$ cat config.mk
export PLATFORM = sky130hd
export DESIGN_NAME = wb_port_arbiter
export DESIGN_NICKNAME = d
export VERILOG_FILES = /design/src/rtl/wb_arb_pkg.sv /design/src/rtl/wb_fifo.sv /design/src/rtl/wb_port_arbiter.sv
export SDC_FILE = /design/constraint.sdc
export NUM_CORES = 1
export LEC_CHECK = 0
export ABC_AREA = 1
export CORE_MARGIN = 8
export CORE_UTILIZATION = 50
export DETAILED_ROUTE_END_ITERATION = 16
export PLACE_DENSITY = 0.83
export SLEW_MARGIN = 20
export SYNTH_ARGS = -nofsm -noshare
export SYNTH_HDL_FRONTEND = slang
export SYNTH_SLANG_ARGS = --single-unit
export TNS_END_PERCENT = 1
$ cat constraint.sdc
create_clock -name clk -period 5.09 [get_ports clk]
set_input_delay 0.509 -clock clk [delete_from_list [all_inputs] [get_ports clk]]
set_output_delay 0.509 -clock clk [all_outputs]
set_load 0.01 [all_outputs]
$ cat src/rtl/wb_arb_pkg.sv
// Shared types and helpers for the register-file write-port arbiter.
// A buffered result is a wb_req_t; its vld bit drops when a younger write claims the same rd.
package wb_arb_pkg;

  typedef struct packed {
    logic        vld;
    logic [4:0]  rd;
    logic [31:0] data;
  } wb_req_t;

  localparam logic [4:0] REG_ZERO = 5'd0;

  // True when a committed write to rd makes the buffered entry stale.
  // Writes to x0 never kill anything because x0 is never written.
  function automatic logic waw_match(input wb_req_t entry, input logic [4:0] rd);
    return entry.vld && (entry.rd == rd) && (rd != REG_ZERO);
  endfunction

endpackage

$ cat src/rtl/wb_fifo.sv
// Circular buffer of long-latency results with per-entry kill by destination register.
// Killed entries keep their slot and drain in order; only their vld bit is cleared.
module wb_fifo
  import wb_arb_pkg::*;
#(
  parameter int DEPTH = 2,
  localparam int AW = (DEPTH > 1) ? $clog2(DEPTH) : 1,
  localparam int CW = AW + 1
) (
  input  logic          clk,
  input  logic          rst,
  input  logic          i_push,
  input  logic [4:0]    i_push_rd,
  input  logic [31:0]   i_push_data,
  input  logic          i_pop,
  input  logic          i_kill,
  input  logic [4:0]    i_kill_rd,
  output logic          o_head_vld,
  output logic [4:0]    o_head_rd,
  output logic [31:0]   o_head_data,
  output logic [CW-1:0] o_count
);

  localparam logic [CW-1:0] FULL_CNT = CW'(DEPTH);

  wb_req_t       r_mem [DEPTH];
  logic [AW-1:0] r_wr_ptr;
  logic [AW-1:0] r_rd_ptr;
  logic [CW-1:0] r_count;

  wb_req_t w_push_req;
  logic    w_push;
  logic    w_pop;
  logic    w_push_killed;

  // A full buffer never accepts, even when the head drains in the same cycle.
  assign w_push        = i_push && (r_count != FULL_CNT);
  assign w_pop         = i_pop && (r_count != '0);
  assign w_push_req    = '{vld: 1'b1, rd: i_push_rd, data: i_push_data};
  assign w_push_killed = i_kill && waw_match(w_push_req, i_kill_rd);

  always_ff @(posedge clk) begin
    if (rst) begin
      r_wr_ptr <= '0;
      r_rd_ptr <= '0;
      r_count  <= '0;
      for (int i = 0; i < DEPTH; i++) begin
        r_mem[i].vld <= 1'b0;
      end
    end else begin
      for (int i = 0; i < DEPTH; i++) begin
        if (i_kill && waw_match(r_mem[i], i_kill_rd)) begin
          r_mem[i].vld <= 1'b0;
        end
      end
      // The push slot is never a live entry, so this write cannot race a kill.
      if (w_push) begin
        r_mem[r_wr_ptr] <= '{vld: !w_push_killed, rd: i_push_rd, data: i_push_data};
        r_wr_ptr        <= r_wr_ptr + 1'b1;
      end
      if (w_pop) begin
        r_rd_ptr <= r_rd_ptr + 1'b1;
      end
      case ({w_push, w_pop})
        2'b10:   r_count <= r_count + 1'b1;
        2'b01:   r_count <= r_count - 1'b1;
        default: r_count <= r_count;
      endcase
    end
  end

  assign o_head_vld  = r_mem[r_rd_ptr].vld;
  assign o_head_rd   = r_mem[r_rd_ptr].rd;
  assign o_head_data = r_mem[r_rd_ptr].data;
  assign o_count     = r_count;

endmodule

$ cat src/rtl/wb_port_arbiter.sv
// Shares the register file write port between the WB stage and buffered long-latency results.
// The pipeline wins by default; a starvation counter periodically forces the buffer head out.
module wb_port_arbiter
  import wb_arb_pkg::*;
#(
  parameter int DEPTH    = 2,
  parameter int MAX_WAIT = 4
) (
  input  logic        clk,
  input  logic        rst,
  input  logic        W_wb_valid,
  input  logic [4:0]  W_rd_index,
  input  logic [31:0] W_rd_data,
  input  logic        L_valid,
  input  logic [4:0]  L_rd_index,
  input  logic [31:0] L_data,
  output logic        L_ready,
  output logic        stall_pipe,
  output logic        rf_we,
  output logic [4:0]  rf_waddr,
  output logic [31:0] rf_wdata
);

  localparam int AW = (DEPTH > 1) ? $clog2(DEPTH) : 1;
  localparam int CW = AW + 1;
  localparam int WW = (MAX_WAIT > 0) ? $clog2(MAX_WAIT + 1) : 1;
  localparam logic [WW-1:0] WAIT_MAX = WW'(MAX_WAIT);
  localparam logic [CW-1:0] FULL_CNT = CW'(DEPTH);

  logic [WW-1:0] r_wait_cnt;

  logic          w_head_vld;
  logic [4:0]    w_head_rd;
  logic [31:0]   w_head_data;
  logic [CW-1:0] w_count;
  logic          w_empty;
  logic          w_full;
  logic          w_force;
  logic          w_pop;
  logic          w_p_commit;
  logic          w_push;

  // L_valid/L_ready: a result transfers on any cycle both are high; L_ready comes only
  // from registered occupancy, so the producer may hold L_valid without a comb loop.
  assign w_empty = (w_count == '0);
  assign w_full  = (w_count == FULL_CNT);
  assign L_ready = !rst && !w_full;
  assign w_push  = L_valid && L_ready;

  assign w_force    = !w_empty && (r_wait_cnt == WAIT_MAX);
  assign stall_pipe = !rst && w_force && W_wb_valid;
  assign w_pop      = !rst && !w_empty && (w_force || !W_wb_valid);
  assign w_p_commit = !rst && W_wb_valid && !stall_pipe;

  wb_fifo #(.DEPTH(DEPTH)) u_fifo (
    .clk         (clk),
    .rst         (rst),
    .i_push      (w_push),
    .i_push_rd   (L_rd_index),
    .i_push_data (L_data),
    .i_pop       (w_pop),
    .i_kill      (w_p_commit),
    .i_kill_rd   (W_rd_index),
    .o_head_vld  (w_head_vld),
    .o_head_rd   (w_head_rd),
    .o_head_data (w_head_data),
    .o_count     (w_count)
  );

  // Stale (killed) entries and x0 targets still consume their grant, just without a write.
  always_comb begin
    rf_we    = 1'b0;
    rf_waddr = W_rd_index;
    rf_wdata = W_rd_data;
    if (w_pop) begin
      rf_we    = w_head_vld && (w_head_rd != REG_ZERO);
      rf_waddr = w_head_rd;
      rf_wdata = w_head_data;
    end else if (w_p_commit) begin
      rf_we    = (W_rd_index != REG_ZERO);
    end
  end

  always_ff @(posedge clk) begin
    if (rst) begin
      r_wait_cnt <= '0;
    end else if (w_pop) begin
      r_wait_cnt <= '0;
    end else if (!w_empty && w_p_commit && (r_wait_cnt != WAIT_MAX)) begin
      r_wait_cnt <= r_wait_cnt + 1'b1;
    end
  end

endmodule

---- After elaboration in Yosys (flattened, before gate mapping) ----
Memories as Yosys holds them, arrays and structs flattened. A register that Yosys moved wholly into a read port is not among the register bits.
Cells that the tools add are included.
storage, ports and cells
  input bits .............................. 78
  logic and storage cells ................. 76
  RAM bits ................................ 76
  bits in registers ....................... 7
  output and inout bits ................... 40
  memories kept ........................... 1
cells by class
  reduce and logical (&&, ||, !) cells .... 35
  eq/ne operators ......................... 9
  $add $sub $neg .......................... 5
  multiplexer cells ....................... 20
  bitwise operators ....................... 2
memory list
  name          depth  width  read ports  clocked after memory_dff  write ports  RTL line       RTL
  u_fifo.r_mem  2      38     3           1                         3            wb_fifo.sv:26  wb_req_t r_mem [DEPTH];
operators with widths
  cell                 count
  $mux 32              1
  $logic_and 1x1->1    22
  $mux 1               17
  $eq 5x5->1           3
  $reduce_bool 5->1    2
  $logic_not 1->1      6
  $mux 5               1
  $eq 2x2->1 const B   2
  $pmux 2 s2           1
  $reduce_bool 2->1    2
  $add 3x1->3 const B  1
  $eq 3x3->1 const B   1
  $ne 3x3->1 const B   1
  $add 1x1->1 const B  2
  $add 2x1->2 const B  1
  $eq 2x1->1 const B   1
  $logic_not 2->1      1
  $ne 2x2->1 const B   1
  $or 1x1->1           2
  $reduce_or 2->1      1
  $sub 2x1->2 const B  1
  $logic_or 1x1->1     1

---- Longest topological paths before layout ----
  depth in word-level cells ............... 12
  depth in mapped cells ................... 12
  depth with buffers taken out ............ 12

---- Modules after synthesis ----
A second synthesis with hierarchy kept.
unflattened totals
  cell total of the unflattened synthesis .. 402
  area total of the unflattened synthesis .. 4235.3 sq um
modules (own cells, without submodules)
  module           area each (sq um)  cells an instance  instances  sequential area each (sq um)
  wb_fifo          3409.5             229                1          2382.3
  wb_port_arbiter  825.8              173                1          60.1

---- Worst setup path after synthesis ----
No wires, ideal clock.
  path kind ............................... input port to flip-flop
  start point ............................. input port rst
  end point ............................... memory u_fifo.r_mem[0][37] in the netlist's numbering, enable pin
  slack ................................... 3.176 ns
  setup time .............................. 0.293 ns
  stages .................................. 5
  data required time ...................... 4.797 ns
  buffers on the path ..................... 0
  arrival time ............................ 1.622 ns
  path through ............................ a21oi_2 -> nand2_2 -> nor2_4 -> nor2_1 -> nand2_1
RTL lines
  element          RTL line               RTL
  start, declared  wb_port_arbiter.sv:10  input logic rst,
  end, declared    wb_fifo.sv:26

---- Final worst setup path ----
  start point ............................. input port rst
  end point ............................... output port rf_waddr[3]
between the ends
  word-level cells in the longest chain between the ends .. 4
ends and longest elaborated chain
  element                          RTL line               RTL
  $logic_not 1->1                  wb_port_arbiter.sv:52  assign w_pop = !rst && !w_empty && (w_force || !W_wb_valid);
  $logic_and 1x1->1 (2 in series)  wb_port_arbiter.sv:52
  $mux 5                           wb_port_arbiter.sv:75  if (w_pop) begin
  end, declared                    wb_port_arbiter.sv:20  output logic [4:0] rf_waddr,
No other way between the ends.

==> results.yml <==
outcome:
  status: "completed"
power_and_ir_drop:
  seq_power_share: 0.515
  switchingPower_mw: 0.393
  p_leak_nw: 2.03
  ir_drop_mv: 0.149
  power_density_nw_per_um2: 292
  pwr-share-clk: 0.310
  p_int_mw: 1.15
  comb_power_share: 0.176
  switching_share: 0.255
timing:
  period_needed_ps: 3420
  rsz0062_at_grt: "no"
  hold_violations: 0
  fmax_ghz: 0.293
  post-route-period-util: 0.671
  fin_setup_tns_ps: 0
  max_slew_margin: 0.514
  setup_viol: 0
  fin_worst_skew_ps: 11.1
  worstMarginPinSlew_ps: 729
  final-max-slew-violation-count: 0
yosys:
  synth-main-ff-cell: "edfxtp_1"
  async_reset_ff_frac: 0
  syn_area_per_cell_um2: 10.0
  synth_edf_count: 76
  yosys.cell_count.top_type: "nand2_1"
  synth_nets: 465
  synth_area_um2: 3840
  synth_area_leader_cell: "edfxtp_1"
  seq_area_frac_synth: 0.636
  synthTopCellsByCount: "nand2_1 (89), nor2_1 (87), edfxtp_1 (76)"
  synth_cells: 384
  ys_ff_latch: 84
  ys_types: 25
  synth_top_area_share: 0.594
  synthTopCellsByArea: "edfxtp_1 (59%), nand2_1 (8.7%), nor2_1 (8.5%)"
  yosys_warnings: 0
cts:
  insertion_delay_ps: 340
  clock_path_buffers: 2
  ctsHoldBuffers: 0
  clkTransAtPathRegs_ps: 90
  htreeDepth: 3
  numCtsBuffers: 9
  clkSinkCount: 84
  cts_setup_buffers: 0
  cts_resized: 0
  cts_root_buf: "clkbuf_8"
  cts_tree: "done"
finish:
  area.growth.synth_to_final_pct: 37.6
  layout-drive-gt1-share: 0.0614
  n_antenna_cell: 0
  post_layout_nonfiller_instances: 607
  fin_nets: 581
placement:
  gp_congestion: 0.880
  port_buffers: 117
  place_inst: 591
  dp_hpwl_um: 7100
job:
  drv_cap: 0
drt:
  drt_iter0_markers: 133
  wl_um: 10200
  drcViolationCount: 0
  dr.pass1.iters: 4
  wl_per_cell_um: 16.9
  vias: 3203
  ant_nets: 0
  avgViaCountPerCell: 5.28
floorplan:
  die_y_um: 104
  core_um2: 7570
  dieArea_um2: 10700
  initial_core_util: 0.507
  rows: 32
  die_width_um: 104
  io_pins: 118
grt:
  first_global_vias: 3396
  grt_pass1_wl_um: 16100
  globalRoute.totalOverflow: 0
  grt_max_degree: 72
  grt_use_total: 0.186
  antenna_found_initial: 1
setup_path:
  critical_path.max_fanout: 71
  worstPathRequired_ps: 4580
  cp.arrival_ps: 2910
  cp-end-kind: "output pin"
  worstSetupPathType: "primary input to output pin"
  critPathLaunchType: "primary input"
hold_path:
  min_path_type: "flip-flop to flip-flop"
==> critical path, stage by stage <==
cell and delay, ps:
clkdlybuf4s50_1 680, nor2_4 90, nand2_4 530, inv_2 220
o21ai_0 270, clkdlybuf4s50_1 580
==> sequential cells by signal (all words and copies together), names as in the netlist, named ones only <==
register         flops
u_fifo.r_wr_ptr      1
r_wait_cnt           3
u_fifo.r_rd_ptr      1
u_fifo.r_mem        76
u_fifo.o_count       2
==> layout make-up <==
type                            count  area (um2)
Timing Repair Buffer              120        1190
Clock buffer                       10         128
Multi-Input combinational cell    259        1220
Sequential cell                    84        2440
Clock inverter                      6        71.3
Tap cell                          102         128
Inverter                           26        97.6
Fill cell                         565        2280
==> layout by cell type (no fill, tap or decap), types with 2 or more instances in the layout <==
cell type | synthesis | layout
nand3_1 | 7 | 7
inv_1 | 21 | 21
nor2_4 | 3 | 3
clkinvlp_4 | 0 | 2
ha_1 | 3 | 3
inv_6 | 0 | 2
clkdlybuf4s50_1 | 0 | 117
buf_4 | 0 | 3
clkbuf_8 | 0 | 9
nand2_1 | 89 | 89
o21ai_1 | 5 | 5
inv_2 | 5 | 5
a21oi_1 | 7 | 7
o31ai_1 | 32 | 32
dfxtp_1 | 8 | 8
o21ai_0 | 13 | 13
nor3_1 | 4 | 4
nor2_1 | 87 | 87
edfxtp_1 | 76 | 76
nor2_2 | 2 | 2
==> power by group through the flow <==
| stage | clock network [mW] | logic, mW | registers (mW) |
|---|---|---|---|
| 4_1_cts | 0.485 | 0.273 | 0.793 |
| 6_report | 0.478 | 0.271 | 0.793 |
| 2_1_floorplan | 0 | 0.119 | 0.806 |
| 3_3_place_gp | 0 | 0.263 | 0.807 |
| 3_5_place_dp | 0 | 0.269 | 0.809 |
| 5_1_grt | 0.513 | 0.293 | 0.796 |
==> through the flow <==
stage          setup WS [ps]  area (um2)   util  hold slack [ps]  total power, mW
2_1_floorplan           3180        3840      -              453            0.925
3_3_place_gp            1730        5080  0.672              462             1.07
3_5_place_dp            1710        5080  0.672              471             1.08
4_1_cts                 1700        5280  0.698              478             1.55
5_1_grt                 1470        5280  0.698              536             1.60
6_report                1670        5280  0.698              479             1.54
==> layer usage <==
| metal | GRT usage | up-vias | routed length (um) |
|---|---|---|---|
| li1 | - | 1544 | - |
| met1 | 0.195 | 1514 | 3990 |
| met2 | 0.317 | 121 | 5100 |
| met3 | 0.0719 | 22 | 871 |
| met4 | 0.0934 | 2 | 252 |
| met5 | 0 | - | 13 |
==> path summary, 6_finish.rpt <==
kind / start / to / slack [ps] / cells after the start
worst max-delay path: rst / rf_waddr[3] / 1670 / 6
worst min-delay path: u_fifo.r_rd_ptr / flip-flop / 480 / 2
worst max register to register: r_wait_cnt[0] / u_fifo.o_count[1] / 2510 / 11
worst min register to register: u_fifo.r_rd_ptr / flip-flop / 480 / 2
==> cells by family after synthesis <==
| logic type | Yosys count | share of synthesized area |
|---|---|---|
| compound gates | 59 | 0.0994 |
| xor+xnor | 2 | 0.00456 |
| fa+ha+maj | 3 | 0.00978 |
| buf+inv | 41 | 0.0456 |
| flops | 84 | 0.636 |
| simple gates | 195 | 0.205 |
(Power assumes the default switching activity.)
